$ cat src/rtl/proc_ctrl_fsm.sv
// Multicycle control FSM for the 9-bit bus processor (T0..T3 steps).
// Define PROC_MVNZ_EN to enable opcode 3'b100 as mvnz Rx,Ry.
module proc_ctrl_fsm #(
  parameter int DW = 9
) (
  input  logic          clk,
  input  logic          reset,
  input  logic          run,
  input  logic [DW-1:0] din,
  input  logic          g_nz,
  output logic [9:0]    bus_sel,
  output logic [7:0]    r_in,
  output logic          a_in,
  output logic          g_in,
  output logic          add_sub,
  output logic          ir_in,
  output logic          done
);

  localparam logic [2:0] OP_MV   = 3'b000;
  localparam logic [2:0] OP_MVI  = 3'b001;
  localparam logic [2:0] OP_ADD  = 3'b010;
  localparam logic [2:0] OP_SUB  = 3'b011;
  localparam logic [2:0] OP_MVNZ = 3'b100;

  localparam logic [9:0] BUS_DIN = 10'b0000000001;
  localparam logic [9:0] BUS_G   = 10'b0000000010;

  typedef enum logic [1:0] {
    T0 = 2'd0,
    T1 = 2'd1,
    T2 = 2'd2,
    T3 = 2'd3
  } state_t;

  state_t        state;
  state_t        state_nx;
  logic [DW-1:0] ir;

  logic [2:0] op;
  logic [2:0] rx;
  logic [2:0] ry;
  logic [9:0] rx_sel;
  logic [9:0] ry_sel;
  logic [7:0] rx_en;

  assign op = ir[DW-1:DW-3];
  assign rx = ir[5:3];
  assign ry = ir[2:0];

  // Register k sits on bus_sel bit k+2, above DIN and G.
  assign rx_sel = 10'd1 << ({1'b0, rx} + 4'd2);
  assign ry_sel = 10'd1 << ({1'b0, ry} + 4'd2);
  assign rx_en  = 8'd1 << rx;

`ifndef PROC_MVNZ_EN
  logic unused_g_nz;
  assign unused_g_nz = g_nz ^ (op == OP_MVNZ);
`endif

  always_ff @(posedge clk or posedge reset) begin
    if (reset) begin
      state <= T0;
      ir    <= '0;
    end else begin
      state <= state_nx;
      if (state == T0 && run)
        ir <= din;
    end
  end

  always_comb begin
    state_nx = state;
    bus_sel  = BUS_DIN;
    r_in     = '0;
    a_in     = 1'b0;
    g_in     = 1'b0;
    add_sub  = 1'b0;
    ir_in    = 1'b0;
    done     = 1'b0;
    unique case (state)
      T0: begin
        ir_in = run;
        if (run)
          state_nx = T1;
      end
      T1: begin
        state_nx = T0;
        done     = 1'b1;
        case (op)
          OP_MV: begin
            bus_sel = ry_sel;
            r_in    = rx_en;
          end
          OP_MVI: begin
            r_in = rx_en;
          end
          OP_ADD, OP_SUB: begin
            bus_sel  = rx_sel;
            a_in     = 1'b1;
            done     = 1'b0;
            state_nx = T2;
          end
`ifdef PROC_MVNZ_EN
          OP_MVNZ: begin
            bus_sel = ry_sel;
            r_in    = g_nz ? rx_en : 8'd0;
          end
`endif
          default: ;
        endcase
      end
      T2: begin
        bus_sel  = ry_sel;
        g_in     = 1'b1;
        add_sub  = (op == OP_SUB);
        state_nx = T3;
      end
      T3: begin
        bus_sel  = BUS_G;
        r_in     = rx_en;
        done     = 1'b1;
        state_nx = T0;
      end
      default: state_nx = T0;
    endcase
  end

endmodule
$ cat config.mk
export PLATFORM = sky130hd
export DESIGN_NAME = proc_ctrl_fsm
export DESIGN_NICKNAME = d
export VERILOG_FILES = /design/src/rtl/proc_ctrl_fsm.sv
export SDC_FILE = /design/constraint.sdc
export NUM_CORES = 1
export LEC_CHECK = 0
export BUFFER_PORTS_ARGS = -buffer_cell sky130_fd_sc_hd__buf_2
export CAP_MARGIN = 40
export CORE_UTILIZATION = 49
export CTS_BUF_LIST = sky130_fd_sc_hd__clkbuf_8
export DETAILED_ROUTE_END_ITERATION = 6
export HOLD_SLACK_MARGIN = 0.08
export PLACE_DENSITY = 0.81
export SYNTH_ARGS = -nofsm -noshare
export SYNTH_HDL_FRONTEND = slang
export SYNTH_SLANG_ARGS = --single-unit
$ cat constraint.sdc
create_clock -name clk -period 2.2 [get_ports clk]
set_clock_uncertainty 0.1 [all_clocks]
set_input_delay 0.33 -clock clk [delete_from_list [all_inputs] [get_ports clk]]
set_output_delay 0.33 -clock clk [all_outputs]
set_load 0.02 [all_outputs]
==> flow_metrics.py <==
metrics = {
    "logic_synthesis": {
        "synthCells": 100,
        "yosys_most_used_dff": "dfrtp_1",
        "synthesis.nets": 117,
        "async_flop_share": 1.00,
        "synth-seq-cells": 11,
        "ys_types": 32,
        "synth_edf_count": 0,
        "syn_area_sq_um": 881,
        "yosys_warnings": 0,
        "yosysSeqAreaShare": 0.313,
        "syn_area_per_cell_sq_um": 8.81,
    },
    "pwr": {
        "cellLeakagePower_nw": 0.588,
        "clock_power_share": 0.099,
        "sequentialPowerShare": 0.260,
        "ir_drop_mv": 0.995,
        "pwr-share-comb": 0.642,
        "power.density_mw_per_mm2": 1580,
        "p_sw_frac": 0.481,
        "p_switching_w": 0.000963,
        "power.internal_w": 0.00104,
    },
    "sta": {
        "worst_pin_slew_ns": 0.442,
        "clock.fmax_mhz": 447,
        "rsz0062_at_grt": "true",
        "fin_crit_sh": 1.02,
        "hold_violations": 0,
        "finalCriticalPeriod_ns": 2.24,
        "final.setup.tns_ns": -0.0696,
        "setup_slack_ns": -0.0376,
        "finalSetupViolations": 3,
        "drv_slew": 0,
        "slew_headroom": 0.705,
    },
    "floorplan": {
        "fp.dieW_um": 44.4,
        "dieArea_sq_mm": 0.00197,
        "start_util": 0.553,
        "ios": 36,
        "die_h_um": 44.4,
        "rows": 14,
        "core_area_sq_mm": 0.00159,
    },
    "critical_path": {
        "cp-start-kind": "register",
        "arrival_ns": 1.81,
        "cpMaxStageDelayCell": "dfrtp_2",
        "crit_fanout": 4,
        "critPathKind": "register to output port",
        "crit_buf_inv": 1,
        "startpoint": "ir[4]",
        "path_delay_family": "flip-flops",
        "path_cells": "ha_4, nor4b_4, a32oi_1, o21ai_1, buf_4",
        "cpPeakStageDelay_ns": 0.43,
        "end_kind": "output port",
        "worst_ep_required_time_ns": 1.77,
        "rrSetupSlack_ns": 0.71,
    },
    "global_routing": {
        "grt_max_degree": 13,
        "grt_antenna_before_repair": 0,
        "grt_pass1_vias": 880,
        "grt_first_pass_wirelength_um": 4080,
        "grt_usage": 0.284,
        "globalRouteOverflowTotal": 0,
    },
    "clocking": {
        "cts.clk_slew.worst_paths_ns": 0.05,
        "htreeDepth": 1,
        "tritoncts": "done",
        "insertion_delay_ns": 0.24,
        "cts_made_buffers": 3,
        "cts_sinks": 11,
        "clockBufferDepth": 2,
        "root_buffer": "clkbuf_8",
    },
    "layout": {
        "syn2layout_area_growth_pct": 44.0,
        "finalCoreUtilization": 0.796,
        "antennaDiodeCount": 0,
        "final_common_cell": "buf_2",
        "finalNetCount": 159,
        "drive_gt1_frac": 0.511,
        "fillCellCount": 98,
        "final_cell_mix": "buf_2 (30), nor2_1 (14), nand2_1 (13), buf_4 (8)",
    },
    "detailed_routing": {
        "num_vias": 938,
        "drt-wirelength-per-cell_um": 15.3,
        "drt_wl_total_um": 2530,
        "drcViolationCount": 0,
        "dr.pass1.iters": 4,
        "postRouteAntennaNets": 0,
        "via_per_inst": 5.68,
        "drtIter0Drc": 29,
    },
    "placement": {
        "io_buffers": 34,
        "dp_slack_ns": 0.0660,
        "place_congestion": 0.814,
        "hpwlAfterDp_um": 1640,
    },
    "status": {
        "status": "finished, violations left",
        "violations": "setup timing",
    },
    "worst_hold_path": {
        "min_from": "din[3]",
        "hold_path.class": "primary input to register",
    },
    "job": {
        "maxCapViolCount": 0,
    },
}
==> stage by stage <==
| step | std cells | hold WS [ns] | area, sq um | power (W) |
|---|---|---|---|---|
| global placement | 157 | 0.231 | 1070 | 0.00139 |
| CTS | 162 | 0.198 | 1190 | 0.00180 |
| global route | 165 | 0.219 | 1270 | 0.00214 |
| finish | 165 | 0.197 | 1270 | 0.00200 |
| detailed placement | 157 | 0.246 | 1070 | 0.00143 |
| floorplan | 100 | 0.0824 | 881 | 0.00120 |
==> final timing paths <==
path,endpoint,depth (start not counted)
setup / recovery,bus_sel[1],5
hold / removal,ir[3],3
setup reg to reg,ir[0],3
hold reg to reg,ir[2],1
max in group asynchronous,ir[4],3
min in group asynchronous,async pin,3
==> synth_stat cells, types with 2 or more instances <==
master | instances | area [sq um]
buf_4 | 2 | 15.0
nor2_1 | 14 | 52.6
mux2_2 | 7 | 78.8
o22ai_1 | 2 | 12.5
o32ai_1 | 4 | 35.0
o21ai_0 | 5 | 25.0
nor3_1 | 2 | 10.0
nor2b_1 | 3 | 18.8
nand2_1 | 13 | 48.8
ha_1 | 4 | 50.1
nor4b_1 | 3 | 26.3
dfrtp_1 | 11 | 275
o211ai_1 | 2 | 15.0
buf_6 | 2 | 22.5
nand2b_1 | 4 | 25.0
inv_1 | 6 | 22.5
==> flip-flops by register name (all words and copies together) (netlist names), named ones only <==
name and flops:
ir 9, state 1
==> worst reg2reg max path, cell delays in order (launching register included) <==
cell and delay (ns):
dfrtp_1 0.49, nor3b_2 0.20, buf_4 0.22, mux2_2 0.36
==> power groups by stage <==
stage / registers [W] / logic (W) / clock network (W)
after floorplan: 0.000388 / 0.000809 / 0
after global placement: 0.000458 / 0.000931 / 0
after detailed placement: 0.000466 / 0.000968 / 0
after CTS: 0.000478 / 0.00112 / 0.000200
after global routing: 0.000540 / 0.00138 / 0.000213
final: 0.000520 / 0.00129 / 0.000198
==> layout make-up <==
cell class	instances	area [sq um]	area share
timing repair buffer	42	254	0.200
clock inverter	1	3.75	0.00296
inverter	6	22.5	0.0178
multi-input combinational	78	637	0.502
sequential	11	280	0.221
clock buffer	3	41.3	0.0325
tap	24	30.0	0.0237
==> cell families after synthesis <==
family / synth area share
multiplexers: 0.0895
buffers and inverters: 0.0738
AO/OA/AOI/OAI: 0.162
adder cells (fa/ha/maj): 0.0568
AND/OR/NAND/NOR: 0.305
flip-flops: 0.312
==> layer usage <==
| metal | track usage | wire [um] | vias to the layer above |
|---|---|---|---|
| met2 | 0.479 | 1270 | 32 |
| li1 | - | - | 446 |
| met4 | 0.121 | 14 | 0 |
| met5 | 0 | 0 | - |
| met1 | 0.360 | 1160 | 458 |
| met3 | 0.0408 | 91 | 2 |
==> timing repair <==
action,in CTS,in global routing
hold buffers,1,0
setup buffers,0,3
setup endpoints to repair,10,10
gates resized for setup,14,16
endpoints found under the hold margin,11,0
pin swaps,1,5
No activity file was read; power rests on OpenSTA's default activity.
